`config.mk`:
```
export PLATFORM = sky130hd
export DESIGN_NAME = tx_mac_frame_arbiter
export DESIGN_NICKNAME = d
export VERILOG_FILES = /design/src/rtl/tx_mac_frame_arbiter.sv
export SDC_FILE = /design/constraint.sdc
export NUM_CORES = 1
export LEC_CHECK = 0
export CORE_MARGIN = 10
export CORE_UTILIZATION = 37
export CTS_CLUSTER_SIZE = 30
export DETAILED_ROUTE_END_ITERATION = 7
export PLACE_DENSITY_LB_ADDON = 0.15
export SLEW_MARGIN = 40
export SYNTH_ARGS = -nofsm -noshare
export SYNTH_HDL_FRONTEND = slang
export SYNTH_SLANG_ARGS = --single-unit
```
`constraint.sdc`:
```
create_clock -name i_clk -period 5.05 [get_ports i_clk]
set_input_delay 0.7575 -clock i_clk [delete_from_list [all_inputs] [get_ports i_clk]]
set_output_delay 0.7575 -clock i_clk [all_outputs]
set_load 0.1 [all_outputs]
```
`src/rtl/tx_mac_frame_arbiter.sv`:
```
// Frame-granular round-robin arbiter that funnels NUM_PORTS AXI-Stream sources into tx_mac.
// Grants are held for a whole frame; oversize frames are cut at MAX_FRAME_WORDS and their tail is dropped.
module tx_mac_frame_arbiter #(
    parameter int unsigned NUM_PORTS       = 4,
    parameter int unsigned DATA_WIDTH      = 32,
    parameter int unsigned KEEP_WIDTH      = DATA_WIDTH / 8,
    parameter int unsigned GAP_CYCLES      = 1,
    parameter int unsigned MAX_FRAME_WORDS = 400
) (
    input  logic                             i_clk,
    input  logic                             i_reset_n,
    input  logic [NUM_PORTS*DATA_WIDTH-1:0]  s_axis_tdata,
    input  logic [NUM_PORTS*KEEP_WIDTH-1:0]  s_axis_tkeep,
    input  logic [NUM_PORTS-1:0]             s_axis_tvalid,
    input  logic [NUM_PORTS-1:0]             s_axis_tlast,
    output logic [NUM_PORTS-1:0]             s_axis_trdy,
    output logic [DATA_WIDTH-1:0]            m_axis_tdata,
    output logic [KEEP_WIDTH-1:0]            m_axis_tkeep,
    output logic                             m_axis_tvalid,
    output logic                             m_axis_tlast,
    input  logic                             m_axis_trdy,
    output logic [NUM_PORTS-1:0]             o_grant,
    output logic                             o_busy,
    output logic                             o_oversize
);

    localparam int unsigned IDX_W = $clog2(NUM_PORTS);
    localparam int unsigned CNT_W = $clog2(MAX_FRAME_WORDS + 1);
    localparam int unsigned GAP_W = 4;

    localparam logic [CNT_W-1:0] LAST_BEAT = CNT_W'(MAX_FRAME_WORDS - 1);
    localparam logic [CNT_W-1:0] CNT_SAT   = CNT_W'(MAX_FRAME_WORDS);
    localparam logic [GAP_W-1:0] GAP_LOAD  = GAP_W'((GAP_CYCLES > 0) ? GAP_CYCLES - 1 : 0);
    localparam logic [IDX_W-1:0] PORT_LAST = IDX_W'(NUM_PORTS - 1);

    typedef enum logic [1:0] {
        IDLE = 2'd0,
        XFER = 2'd1,
        DROP = 2'd2,
        GAP  = 2'd3
    } state_t;

    state_t             state;
    logic [IDX_W-1:0]   grant_idx;
    logic [IDX_W-1:0]   last_grant;
    logic [CNT_W-1:0]   beat_cnt;
    logic [GAP_W-1:0]   gap_cnt;

    logic [DATA_WIDTH-1:0] sel_data;
    logic [KEEP_WIDTH-1:0] sel_keep;
    logic                  sel_valid;
    logic                  sel_last;

    logic                  arb_found;
    logic [IDX_W-1:0]      arb_idx;
    logic [IDX_W-1:0]      cand;

    logic                  at_max;
    logic                  xfer_beat;
    logic                  drop_beat;
    logic                  frame_done;

    // Mux of the currently granted source
    always_comb begin
        sel_data  = '0;
        sel_keep  = '0;
        sel_valid = 1'b0;
        sel_last  = 1'b0;
        for (int unsigned k = 0; k < NUM_PORTS; k++) begin
            if (grant_idx == IDX_W'(k)) begin
                sel_data  = s_axis_tdata[k*DATA_WIDTH +: DATA_WIDTH];
                sel_keep  = s_axis_tkeep[k*KEEP_WIDTH +: KEEP_WIDTH];
                sel_valid = s_axis_tvalid[k];
                sel_last  = s_axis_tlast[k];
            end
        end
    end

    // Round-robin search starting just after the last winner
    always_comb begin
        arb_found = 1'b0;
        arb_idx   = last_grant;
        cand      = last_grant;
        for (int unsigned off = 1; off <= NUM_PORTS; off++) begin
            cand = IDX_W'((32'(last_grant) + off) % NUM_PORTS);
            if (!arb_found && s_axis_tvalid[cand]) begin
                arb_found = 1'b1;
                arb_idx   = cand;
            end
        end
    end

    assign at_max     = (beat_cnt == LAST_BEAT);
    assign xfer_beat  = (state == XFER) && sel_valid && m_axis_trdy;
    assign drop_beat  = (state == DROP) && sel_valid;
    assign frame_done = (xfer_beat || drop_beat) && sel_last;

    // Zero-latency datapath: source to tx_mac while in XFER, sink-only while in DROP
    always_comb begin
        m_axis_tdata  = '0;
        m_axis_tkeep  = '0;
        m_axis_tvalid = 1'b0;
        m_axis_tlast  = 1'b0;
        s_axis_trdy   = '0;
        case (state)
            XFER: begin
                m_axis_tdata           = sel_data;
                m_axis_tkeep           = sel_keep;
                m_axis_tvalid          = sel_valid;
                m_axis_tlast           = sel_last || at_max;
                s_axis_trdy[grant_idx] = m_axis_trdy;
            end
            DROP: begin
                s_axis_trdy[grant_idx] = 1'b1;
            end
            default: ;
        endcase
    end

    always_ff @(posedge i_clk or posedge i_reset_n) begin
        if (i_reset_n) begin
            state      <= IDLE;
            grant_idx  <= '0;
            last_grant <= PORT_LAST;
            beat_cnt   <= '0;
            gap_cnt    <= '0;
            o_grant    <= '0;
            o_busy     <= 1'b0;
            o_oversize <= 1'b0;
        end else begin
            o_oversize <= 1'b0;
            case (state)
                IDLE: begin
                    if (arb_found) begin
                        grant_idx  <= arb_idx;
                        last_grant <= arb_idx;
                        o_grant    <= NUM_PORTS'(1) << arb_idx;
                        beat_cnt   <= '0;
                        o_busy     <= 1'b1;
                        state      <= XFER;
                    end
                end
                XFER: begin
                    if (xfer_beat) begin
                        if (beat_cnt != CNT_SAT) begin
                            beat_cnt <= beat_cnt + CNT_W'(1);
                        end
                        // Cut at the limit unless the source ends right here anyway
                        if (!sel_last && at_max) begin
                            o_oversize <= 1'b1;
                            state      <= DROP;
                        end
                    end
                end
                DROP: ;
                GAP: begin
                    if (gap_cnt == '0) begin
                        o_busy <= 1'b0;
                        state  <= IDLE;
                    end else begin
                        gap_cnt <= gap_cnt - GAP_W'(1);
                    end
                end
                default: state <= IDLE;
            endcase

            if (frame_done) begin
                o_grant <= '0;
                if (GAP_CYCLES > 0) begin
                    gap_cnt <= GAP_LOAD;
                    state   <= GAP;
                end else begin
                    o_busy <= 1'b0;
                    state  <= IDLE;
                end
            end
        end
    end

endmodule
```
=== Word level (Yosys, flattened, before mapping) ===
Cells that the tools add are included.

* Register bits after elaboration: 25
* Bits in latches: 0
* RAM bits: 0
* Bits in read-only memories: 0
* Input port bits: 155
* Logic and storage cells: 130
* Memories kept: 0

* $add $sub $neg: 6
* Multiply operators: 0
* Div/mod/pow operators: 0
* Magnitude comparators: 6
* Equal/unequal tests: 17
* Shift-type cells: 1
* Mux-type cells: 61
* Bitwise gates (word level): 1
* Reduce and logical (&&, ||, !) cells: 30

{| class="wikitable"
|+ Operator list
! operator !! number
|-
| two-way mux 32 bit || 5
|-
| two-way mux 4 bit || 11
|-
| two-way mux 9 bit || 3
|-
| two-way mux 1 bit || 24
|-
| two-way mux 2 bit || 9
|-
| case mux 9 bit (2 select lines) || 1
|-
| < comparator 2 x 3 -> 1 bit (second input constant) || 5
|-
| nonzero test 2 bit || 5
|-
| adder 9 x 1 -> 9 bit (second input constant) || 1
|-
| equality test 9 bit (second input constant) || 1
|-
| logical AND 1 bit || 9
|-
| != test 3 bit (second input constant) || 3
|-
| != test 9 bit (second input constant) || 1
|-
| binary-select mux 1 bit (select 2 bit) || 4
|-
| equality test 2 bit (second input constant) || 4
|-
| != test 2 bit (second input constant) || 4
|-
| case mux 4 bit (2 select lines) || 1
|-
| case mux 2 bit (3 select lines) || 1
|-
| AND reduction 2 bit || 3
|-
| AND reduction 5 bit || 1
|-
| adder 2 x 1 -> 2 bit (second input constant) || 2
|-
| adder 2 bit (second input constant) || 2
|-
| AND 4 bit || 1
|-
| equality test 2 x 1 -> 1 bit (second input constant) || 2
|-
| other kinds (14) || 19
|}

=== Logic depth before layout (Yosys ltp) ===
Gate-level depths: netlist (run 1).

* Word-level depth: 17
* Mapped depth: 8
* Gate-level depth less buffers: 7

=== Worst setup path after synthesis (run 1) ===
OpenSTA, ideal clock, no wires.

* Kind: in2out
* Start point: input m_axis_trdy
* End point: output s_axis_trdy[0]
* Arrival time: 3.343 ns
* Required time: 4.293 ns
* Slack: 0.949 ns
* Cell stages on the path: 4
* Path buffers: 0
* Cell sequence: and2_1 -> nor2_1 -> nor2b_1 -> nor3b_1

* Word-level cells in the longest chain between the ends: 2

{| class="wikitable"
|+ RTL lines
! element !! RTL line !! text
|-
| start: declaration || 21 || <nowiki>input logic m_axis_trdy,</nowiki>
|-
| AND 4 bit (no source line) || - ||
|-
| case mux 4 bit (2 select lines) || 105 || <nowiki>case (state)</nowiki>
|-
| end: declaration || 16 || <nowiki>output logic [NUM_PORTS-1:0] s_axis_trdy,</nowiki>
|}

No other way between the ends.

=== Worst setup path after layout (run 1) ===
* Start point: register state[1]
* End point: output s_axis_trdy[0]

* Word-level cells in the longest chain between the ends: 2
* Elaborated cells on any way between the ends: 3

{| class="wikitable"
|+ RTL lines
! element !! RTL line !! text
|-
| start: declaration || 43 || <nowiki>state_t state;</nowiki>
|-
| start signal: assignment || 122 || <nowiki>state <= IDLE;</nowiki>
|-
| start signal: assignment || 140 || <nowiki>state <= XFER;</nowiki>
|-
| start signal: assignment || 151 || <nowiki>state <= DROP;</nowiki>
|-
| equality test 2 bit or equality test 2 x 1 -> 1 bit (tied branches) || 105 ||
|-
| case mux 4 bit (2 select lines) * || 105 ||
|}

Mark *: on every way between the ends. The rest lies on a longest branch, timed or not.

==> impl_results.md, run 1 <==
* Number of input and output port buffers inserted at 202
* Cts bufs inserted at 3
* Via-per-instance ratio at 5.30
* Highest clock rate at 287 MHz
* Post-CTS setup repair buffer count at 0
* Number of warnings issued by yosys at 0
* Share of the synthesized area in the top cell type at 33.1%
* RSZ-0062 raised after global routing: false
* Most area-consuming cells after synthesis: sky130_fd_sc_hd__mux4_2 33%, sky130_fd_sc_hd__dfrtp_1 22%, sky130_fd_sc_hd__and2_1 9.2%
* Final setup viols at 0
* Post-DP HPWL at 10600 um
* Number of maximum-capacitance constraint violations at 0
* Post-Synth XOR/XNOR Area at 0.992%
* Post-Place Cells at 545
* Post-synthesis compound-gate area fraction at 8.26%
* Die area at 10900 um2
* Die Y at 105 um
* Timing startpoint of the critical path: state[1]
* Final max-slew violation count at 0
* CTS root buf: sky130_fd_sc_hd__clkbuf_8
* Cell taking the most area after synthesis: sky130_fd_sc_hd__mux4_2
* CTS tree: built
* Filler Cell Count at 579
* Number of core rows at 30
* Total negative setup slack at 0 ps
* Non-filler instance count after layout at 549
* Critical Path Start Type: flip-flop
* Net count after synthesis at 426
* Count of instances resized after the clock tree is built at 0
* Share of synthesized area occupied by flip-flops and latches at 23.7%
* Most used standard cells in the synthesized netlist: 39 x sky130_fd_sc_hd__and2_1, 39 x sky130_fd_sc_hd__mux4_2, 27 x sky130_fd_sc_hd__nand2_1, 23 x sky130_fd_sc_hd__dfrtp_1, 18 x sky130_fd_sc_hd__nor2_1
* Post-synthesis cell count at 263
* Longest individual stage delay on the worst path at 560 ps
* Area of placed instances at 4520 um2
* Endpoint type of the worst setup path: output port
* Post-synth cell types at 44
* Remaining antenna violation count at 0
* Share of synthesized area spent on multiplexers at 33.5%
* Total wire length at 12300 um
* Critical path's slowest cell: sky130_fd_sc_hd__ha_2
* Global-route wire length before repair at 18800 um
* Most common flop cell mapped by yosys: sky130_fd_sc_hd__dfrtp_1
* Signal arrival time at the worst endpoint at 2730 ps
* Required time at the endpoint of the critical path at 4290 ps
* Combinational family with the most area after synthesis: multiplexers
* Final hold viol count at 0
* Final worst slack at 1570 ps
* Mean instance size in the synthesized netlist at 10.1 um2
* Number of global-route vias before repair at 3067
* Number of nets in the final layout at 617
* Average wire per cell in the routed design at 22.4 um
* Number of flops mapped to enable cells by yosys at 0
* Total routing usage reported by global routing at 21.7%
* Worst flop-to-flop path startpoint: state[1]
* Outcome: complete, no violations
* Total grt overflow at 0
* Hold slack final at 517 ps
* Horizontal die dimension at 105 um
* Starting density of the core at 38.6%
* DRC violation count after routing at 0
* Register Area at 636 um2
* Skew-Pair Late Insertion Delay at 270 ps
* Tmin final at 3480 ps
* Post-Synthesis Cell Area at 2650 um2
* Critical Setup Path Class: reg -> out
* Worst supply voltage drop on vdd at 0.491 mV
* Hold path start: last_grant[1]
* Static leakage at 1.89 nW
* Placeable core region at 6870 um2
* Via total after detailed routing at 2910
* Area of the multi-input gates at 1890 um2
* Final clock period utilization by the worst path at 69.0%
* Fraction of layout instances using a drive strength above 1 at 23.4%
* Number of antenna violations at the first check in global routing at 0
* Maximum buffer depth of the clock tree at 2
* H-tree levels at 1
* Initial DRC count at 134
* Register bit count reported by yosys at 25
* Area growth from synthesis to final layout at 72.5%
* Ys async rst share at 100%
* Simple-gate area share of the yosys netlist at 24.7%
* Finished Cell Area at 4570 um2
* Max FO, Critical Path at 36
* Final weighted congestion in routability-driven placement at 0.950
* Number of clock sinks at 25
* Worst slew slack as a fraction of its limit at 53.5%
* Fin Clk Skew at 3.53 ps
* Diode insertion count for antenna repair at 0
* Post-CTS clock slew at the launch and capture registers of the worst setup and hold paths at 90 ps
* Total power divided by cell area at 669 nW/um2
* Largest net degree at the start of global routing at 45
* Detailed-routing iteration count for the pre-antenna-repair pass at 4
* Setup slack after placement at 1850 ps
* Cells along the critical path: inv_1 > ha_2 > buf_4 > and2_1 > nor2_1 > nor2b_1 > nor3b_1 > buf_4
* Adder and majority cell fraction of the synthesized area at 3.78%
* Dominant cell type by count on the critical path: sky130_fd_sc_hd__buf_4
* Ports placed on the boundary at 203
* Measured slew at the worst slew-check pin at 694 ps
* Number of hold-repair buffers added at the cts stage at 0
* Min-Delay Path Class: reg -> reg
-- metal layers --
metal	share of wire (%)	wire, um	vias to the layer above	GRT usage, %
met5	0	0	-	0
met4	1.7	208	0	3.82
met3	8.6	1060	10	7.56
met2	55	6760	138	41.0
met1	35	4300	1407	22.8
li1	-	-	1355	-
-- stage by stage --
stage,util (%),power (mW)
detailed placement,65.9,2.95
floorplan,-,2.46
CTS,66.5,3.08
finish,66.6,3.06
global placement,68.6,3.07
global route,66.6,3.22
-- sequential cells by signal (all words and copies together), names as in the netlist --
name and count:
grant_idx 2, state 2, last_grant 2, o_busy 1, o_oversize 1, o_grant 4, beat_cnt 9, gap_cnt 4
-- area by class of cell --
type / count / share of cell area (%)
multi-input combinational: 206 / 41.4
timing repair buffer: 206 / 40.1
sequential: 25 / 13.9
tap: 96 / 2.63
clock buffer: 4 / 0.985
inverter: 12 / 0.985
-- worst max-delay path, delay by kind of cell (launching register included) --
kind	cells	cell delay, ps
AND/OR/NAND/NOR	4	760
buffers and inverters	3	710
adder cells (fa/ha/maj)	1	560
flip-flops	1	410
-- where the power goes --
part           internal, mW  switching [mW]
Sequential            0.275           0.164
Combinational         0.742            1.76
Clock                0.0565          0.0675
-- cells in the final DEF (no fill, tap or decap), types with 3 or more instances in the layout --
cell,n
sky130_fd_sc_hd__mux4_2,39
sky130_fd_sc_hd__ha_1,7
sky130_fd_sc_hd__inv_1,11
sky130_fd_sc_hd__nor2_1,18
sky130_fd_sc_hd__o21ai_0,10
sky130_fd_sc_hd__nand2_1,27
sky130_fd_sc_hd__a31oi_1,5
sky130_fd_sc_hd__dfrtp_1,21
sky130_fd_sc_hd__nand2b_1,3
sky130_fd_sc_hd__or2_2,3
sky130_fd_sc_hd__and2_1,39
sky130_fd_sc_hd__clkdlybuf4s50_1,154
sky130_fd_sc_hd__nand3_1,7
sky130_fd_sc_hd__nor2b_1,3
sky130_fd_sc_hd__a21oi_1,7
sky130_fd_sc_hd__buf_2,39
sky130_fd_sc_hd__buf_4,13
sky130_fd_sc_hd__clkbuf_8,3
sky130_fd_sc_hd__or3_1,3
sky130_fd_sc_hd__and3_1,3
-- cell families (layout without fill, tap and decap cells) --
group / after synthesis / count (layout)
AND/OR/NAND/NOR: 120 / 120
multiplexers: 40 / 40
AO/OA/AOI/OAI: 35 / 35
buffers and inverters: 32 / 222
flip-flops: 25 / 25
adder cells (fa/ha/maj): 8 / 8
XOR/XNOR: 3 / 3
-- final timing paths --
check                      depth (start not counted)  slack, ps        endpoint
min in group asynchronous                          2        840     beat_cnt[2]
setup reg to reg                                   9       2260     beat_cnt[7]
max in group asynchronous                          2       3790    grant_idx[1]
hold / removal                                     2        520   last_grant[1]
hold reg to reg                                    2        520   last_grant[1]
setup / recovery                                   8       1570  s_axis_trdy[0]
Power figures use the tool's default switching activity.
==> run 2, diff against run 1 <==
--- a/config.mk
+++ b/config.mk
@@ -6,7 +6,7 @@
 export NUM_CORES = 1
 export LEC_CHECK = 0
 export CORE_MARGIN = 10
-export CORE_UTILIZATION = 37
+export CORE_UTILIZATION = 35
 export CTS_CLUSTER_SIZE = 30
 export DETAILED_ROUTE_END_ITERATION = 7
 export PLACE_DENSITY_LB_ADDON = 0.15
==> constraint.sdc (replaced) <==
create_clock -name i_clk -period 3.3 [get_ports i_clk]
set_input_delay 0.495 -clock i_clk [delete_from_list [all_inputs] [get_ports i_clk]]
set_output_delay 0.495 -clock i_clk [all_outputs]
set_load 0.1 [all_outputs]
==> impl_results.md, run 2 (synthesized netlist as in run 1, its figures left out) <==
* Outcome: complete, no violations
* Fin Clk Skew at 2.17 ps (-1.36 ps)
* Via-per-instance ratio at 5.19 (-2.1%)
* Signal arrival time at the worst endpoint at 2140 ps (-590 ps)
* Worst flop-to-flop path startpoint: grant_idx[0]
* DRC violation count after routing at 0 (unchanged)
* Tmin final at 2640 ps
* Starting density of the core at 36.3% (-2.2 points)
* Cts bufs inserted at 3 (unchanged)
* Final setup viols at 0 (unchanged)
* Register-to-Register Path Depth at 5 (-4)
* Detailed-routing iteration count for the pre-antenna-repair pass at 4 (unchanged)
* Critical Setup Path Class: reg -> out
* Register Area at 631 um2 (-0.79%)
* Number of nets in the final layout at 617 (unchanged)
* Buf/Inv on CP at 2 (-1)
* Total power divided by cell area at 1040 nW/um2 (+55%)
* Number of hold-repair buffers added at the cts stage at 0 (unchanged)
* Total grt overflow at 0 (unchanged)
* Largest registers ranked by flip-flop count: beat_cnt: 9 flops, gap_cnt: 4 flops, o_grant: 4 flops
* Cells along the critical path: buf_12 > mux4_2 > and2_1 > buf_4
* Static leakage at 1.95 nW (+3.0%)
* Number of clock sinks at 25 (unchanged)
* Critical Path Start Type: flip-flop
* Maximum buffer depth of the clock tree at 2 (unchanged)
* Setup slack of the most critical reg-to-reg path at 860 ps (-1400 ps)
* Area growth from synthesis to final layout at 82.2%
* Placeable core region at 7290 um2 (+6.2%)
* Area of the multi-input gates at 1900 um2 (+0.53%)
* Number of input and output port buffers inserted at 202 (unchanged)
* Hold path start: beat_cnt[7]
* Via total after detailed routing at 2863 (-1.6%)
* Largest net degree at the start of global routing at 41 (-8.9%)
* Filler Cell Count at 592 (+2.2%)
* Max reg flops at 9 (unchanged)
* Final cell utilization of the core at 66.2% (-0.36 points)
* Max FO, Critical Path at 31 (-14%)
* Worst supply voltage drop on vdd at 0.533 mV (+8.5%)
* Number of maximum-capacitance constraint violations at 0 (unchanged)
* Hold slack final at 514 ps (-2.69 ps)
* Worst slew slack as a fraction of its limit at 56.0% (+2.5 points)
* CTS tree: built
* Final clock period utilization by the worst path at 80.0%
* Skew-Pair Late Insertion Delay at 270 ps (about the same)
* Register with the most flip-flops: beat_cnt
* Count of instances resized after the clock tree is built at 0 (unchanged)
* Remaining antenna violation count at 0 (unchanged)
* CTS root buf: sky130_fd_sc_hd__clkbuf_8
* Leading cell types in the layout, fill and taps excluded: 154 x sky130_fd_sc_hd__clkdlybuf4s50_1, 39 x sky130_fd_sc_hd__mux4_2, 39 x sky130_fd_sc_hd__and2_1
* Worst hold endpoint: beat_cnt[7]
* Die Y at 107 um (+2.3%)
* Required time at the endpoint of the critical path at 2800 ps (-1490 ps)
* Post-CTS setup repair buffer count at 0 (unchanged)
* Highest clock rate at 379 MHz
* FF-to-FF End: state[0]
* Global-route wire length before repair at 18000 um (-4.2%)
* Horizontal die dimension at 107 um (+2.3%)
* Number of antenna violations at the first check in global routing at 0 (unchanged)
* Post-DP HPWL at 10500 um (-0.78%)
* Post-CTS clock slew at the launch and capture registers of the worst setup and hold paths at 90 ps (about the same)
* Most common library cell in the layout ignoring fill and taps: sky130_fd_sc_hd__clkdlybuf4s50_1
* Kind of cell adding the most delay to the critical path: flip-flops
* Number of core rows at 31 (+3.3%)
* H-tree levels at 1 (unchanged)
* Number of stages on the worst hold path at 1 (-1)
* Average wire per cell in the routed design at 21.8 um (-2.7%)
* Number of global-route vias before repair at 3033 (-1.1%)
* Measured slew at the worst slew-check pin at 657 ps (-37.3 ps)
* Final weighted congestion in routability-driven placement at 0.876 (-7.8%)
* Final hold viol count at 0 (unchanged)
* Total wire length at 12100 um (-2.2%)
* Diode insertion count for antenna repair at 0 (unchanged)
* Fraction of layout instances using a drive strength above 1 at 23.8% (+0.44 points)
* Total negative setup slack at 0 ps (unchanged)
* Initial DRC count at 120 (-10%)
* Final max-slew violation count at 0 (unchanged)
* Longest individual stage delay on the worst path at 610 ps (+50 ps)
* Min-Delay Path Class: reg -> reg
* Critical path's slowest cell: sky130_fd_sc_hd__dfrtp_2
* Endpoint type of the worst setup path: output port
* Ports placed on the boundary at 203 (unchanged)
* Sum of internal, switching and leakage power at 5.01 mW (+64%)
* Die area at 11500 um2 (+4.6%)
* Total routing usage reported by global routing at 20.2% (-1.5 points)
* RSZ-0062 raised after global routing: false
[run 2: cell types whose count changed in the layout (fill, tap and decap cells not counted), sizes merged]
| cell | delta |
|---|---|
| clkbuf | -1 |
| clkinv | +1 |
[run 2: worst max path at each step]
stage / from / to / cells past startpoint
after floorplan: state[1] / s_axis_trdy[1] / 7
after global placement: s_axis_tvalid[3] / beat_cnt[7] / 6
after detailed placement: s_axis_tlast[0] / state[0] / 6
after CTS: grant_idx[0] / m_axis_tdata[24] / 4
final: grant_idx[0] / m_axis_tdata[25] / 4
after global routing: grant_idx[0] / m_axis_tdata[27] / 4
[run 2: cell type report]
type,instances,share of cell area [%]
clock buffer,3,0.855
clock inverter,1,0.104
inverter,12,0.933
multi-input combinational,206,39.4
sequential,25,13.1
tap,99,2.57
timing repair buffer,206,43.1
[run 2: layer usage]
layer	global-route usage (%)	routed length, um
met1	22.5	4350
met2	36.6	6490
met3	7.54	1040
met4	2.42	167
met5	0	0
[run 2: stage by stage]
step | cell area (um2) | instances | setup slack, ps
after floorplan | 2660 | 263 | 382
after global placement | 4800 | 548 | 631
after detailed placement | 4770 | 548 | 618
after CTS | 4820 | 552 | 607
after global routing | 4830 | 552 | 513
final | 4830 | 552 | 661
[run 2: report_power, final]
| part | internal, mW | switching (mW) | leakage, nW |
|---|---|---|---|
| logic | 1.42 | 2.87 | 1.60 |
| registers | 0.416 | 0.121 | 0.318 |
| clock network | 0.0846 | 0.103 | 0.0255 |
| total | 1.92 | 3.09 | 1.95 |
==> run 3, diff against run 2 <==
==> constraint.sdc (replaced) <==
create_clock -name i_clk -period 2.5 [get_ports i_clk]
set_input_delay 0.375 -clock i_clk [delete_from_list [all_inputs] [get_ports i_clk]]
set_output_delay 0.375 -clock i_clk [all_outputs]
set_load 0.1 [all_outputs]
==> impl_results.md, run 3 (synthesized netlist as in run 1, its figures left out) <==
* Post-CTS clock slew at the launch and capture registers of the worst setup and hold paths at 100 ps (about the same)
* Starting density of the core at 36.3% (unchanged)
* Post-CTS setup repair buffer count at 0 (unchanged)
* Final cell utilization of the core at 72.8% (+6.6 points)
* Final weighted congestion in routability-driven placement at 0.833 (-4.9%)
* Total power divided by cell area at 1410 nW/um2 (+36%)
* Placeable core region at 7290 um2 (unchanged)
* Total routing usage reported by global routing at 20.6% (+0.49 points)
* Number of clock sinks at 25 (unchanged)
* Worst flop-to-flop path startpoint: beat_cnt[5]
* Area of placed instances at 5250 um2 (+10%)
* Static leakage at 2.11 nW (+8.3%)
* Fin Clk Skew at 7.85 ps (+5.68 ps)
* Final hold viol count at 0 (unchanged)
* Measured slew at the worst slew-check pin at 612 ps (-45.3 ps)
* CTS tree: built
* Non-filler instance count after layout at 563 (+2.0%)
* Final clock period utilization by the worst path at 94.5%
* Register-to-Register Path Depth at 5 (unchanged)
* Initial DRC count at 154 (+28%)
* Max FO, Critical Path at 40 (+29%)
* Worst slew slack as a fraction of its limit at 59.2% (+3.2 points)
* Worst supply voltage drop on vdd at 0.841 mV (+58%)
* H-tree levels at 1 (unchanged)
* Register with the most flip-flops: beat_cnt
* DRC violation count after routing at 0 (unchanged)
* Count of instances resized after the clock tree is built at 0 (unchanged)
* Number of nets in the final layout at 628 (+1.8%)
* Diode insertion count for antenna repair at 0 (unchanged)
* Die area at 11500 um2 (unchanged)
* Required time at the endpoint of the critical path at 2120 ps (-680 ps)
* Highest clock rate at 423 MHz
* Cts bufs inserted at 3 (unchanged)
* Number of maximum-capacitance constraint violations at 0 (unchanged)
* Via total after detailed routing at 2948 (+3.0%)
* Remaining antenna violation count at 0 (unchanged)
* Average wire per cell in the routed design at 22.4 um (+2.6%)
* Area of the multi-input gates at 1910 um2 (+0.46%)
* Filler Cell Count at 547 (-7.6%)
* Setup slack of the most critical reg-to-reg path at 200 ps (-660 ps)
* Post-DP HPWL at 11100 um (+6.3%)
* Area growth from synthesis to final layout at 100%
* Sum of internal, switching and leakage power at 7.46 mW (+49%)
* Critical Setup Path Class: reg -> out
* Number of input and output port buffers inserted at 202 (unchanged)
* Number of global-route vias before repair at 2996 (-1.2%)
* Register Area at 631 um2 (unchanged)
* Endpoint type of the worst setup path: output port
* Critical Path Start Type: flip-flop
* Fraction of layout instances using a drive strength above 1 at 26.1% (+2.2 points)
* Signal arrival time at the worst endpoint at 1990 ps (-150 ps)
* Min-Delay Path Class: in -> async
* Tmin final at 2360 ps
* Maximum buffer depth of the clock tree at 2 (unchanged)
* Ports placed on the boundary at 203 (unchanged)
* Number of antenna violations at the first check in global routing at 0 (unchanged)
* Global-route wire length before repair at 18200 um (+0.96%)
* Most common library cell in the layout ignoring fill and taps: sky130_fd_sc_hd__clkdlybuf4s50_1
* Final max-slew violation count at 0 (unchanged)
* Via-per-instance ratio at 5.24 (+0.96%)
* Skew-Pair Late Insertion Delay at 270 ps (about the same)
* CTS root buf: sky130_fd_sc_hd__clkbuf_8
* FF-to-FF End: state[0]
* Largest registers ranked by flip-flop count: beat_cnt: 9 flops, gap_cnt: 4 flops, o_grant: 4 flops
* Number of core rows at 31 (unchanged)
* Total grt overflow at 0 (unchanged)
* Final setup viols at 0 (unchanged)
* Post-Place Cells at 559 (+2.0%)
* Largest net degree at the start of global routing at 41 (unchanged)
* Detailed-routing iteration count for the pre-antenna-repair pass at 5 (+1)
* Leading cell types in the layout, fill and taps excluded: 154 x sky130_fd_sc_hd__clkdlybuf4s50_1, 43 x sky130_fd_sc_hd__buf_12, 39 x sky130_fd_sc_hd__mux4_2, 39 x sky130_fd_sc_hd__and2_1, 27 x sky130_fd_sc_hd__nand2_1
* Max reg flops at 9 (unchanged)
* Number of hold-repair buffers added at the cts stage at 0 (unchanged)
* Outcome: complete, no violations
* Finished Cell Area at 5310 um2 (+10%)
* Hold slack final at 452 ps (-62.3 ps)
* Horizontal die dimension at 107 um (unchanged)
* RSZ-0062 raised after global routing: false
* Die Y at 107 um (unchanged)
* Total wire length at 12600 um (+4.6%)
==> run 3: final cells by class <==
cell class              instances  share of cell area (%)
clock buffers                   3                   0.778
clock inverters                 1                  0.0943
inverters                      12                   0.848
multi-input cells             206                    36.0
flip-flops and latches         25                    11.9
well taps                      99                    2.33
repair buffers                217                    48.1
==> run 3: metrics by stage <==
step / setup slack [ps] / setup TNS (ps)
2_1_floorplan: -205 / -205
3_3_place_gp: 72.2 / 0
3_5_place_dp: -28.9 / -28.9
4_1_cts: 82.0 / 0
5_1_grt: 21.5 / 0
6_report: 137 / 0
==> run 3: report_power, final <==
group | switching, mW | internal, mW
Combinational | 3.99 | 2.54
Clock | 0.135 | 0.112
Sequential | 0.136 | 0.550
Total | 4.26 | 3.20
==> run 3: critical path, cell delays in order (launching register included) <==
cell and delay, ps:
sky130_fd_sc_hd__dfrtp_2 450, sky130_fd_sc_hd__buf_12 310, sky130_fd_sc_hd__mux4_2 560, sky130_fd_sc_hd__and2_1 200, sky130_fd_sc_hd__buf_12 170
==> run 3: how the worst max path moves through the flow <==
stage               startpoint         endpoint  slack (ps)  depth (start not counted)
2_1_floorplan         state[1]   s_axis_trdy[0]        -210                          6
3_3_place_gp   s_axis_tlast[0]         state[0]          70                          6
3_5_place_dp   s_axis_tlast[1]         state[0]         -30                          6
4_1_cts               state[1]   s_axis_trdy[0]          80                          7
5_1_grt           grant_idx[0]  m_axis_tdata[9]          20                          4
6_report          grant_idx[0]  m_axis_tdata[9]         140                          4
==> run 3: layer usage <==
layer	vias up	global-route usage (%)	part of all wire, %
met5	-	0	0
li1	1376	-	-
met2	129	39.7	57
met1	1437	21.9	34
met3	6	6.71	8.1
met4	0	2.32	0.77
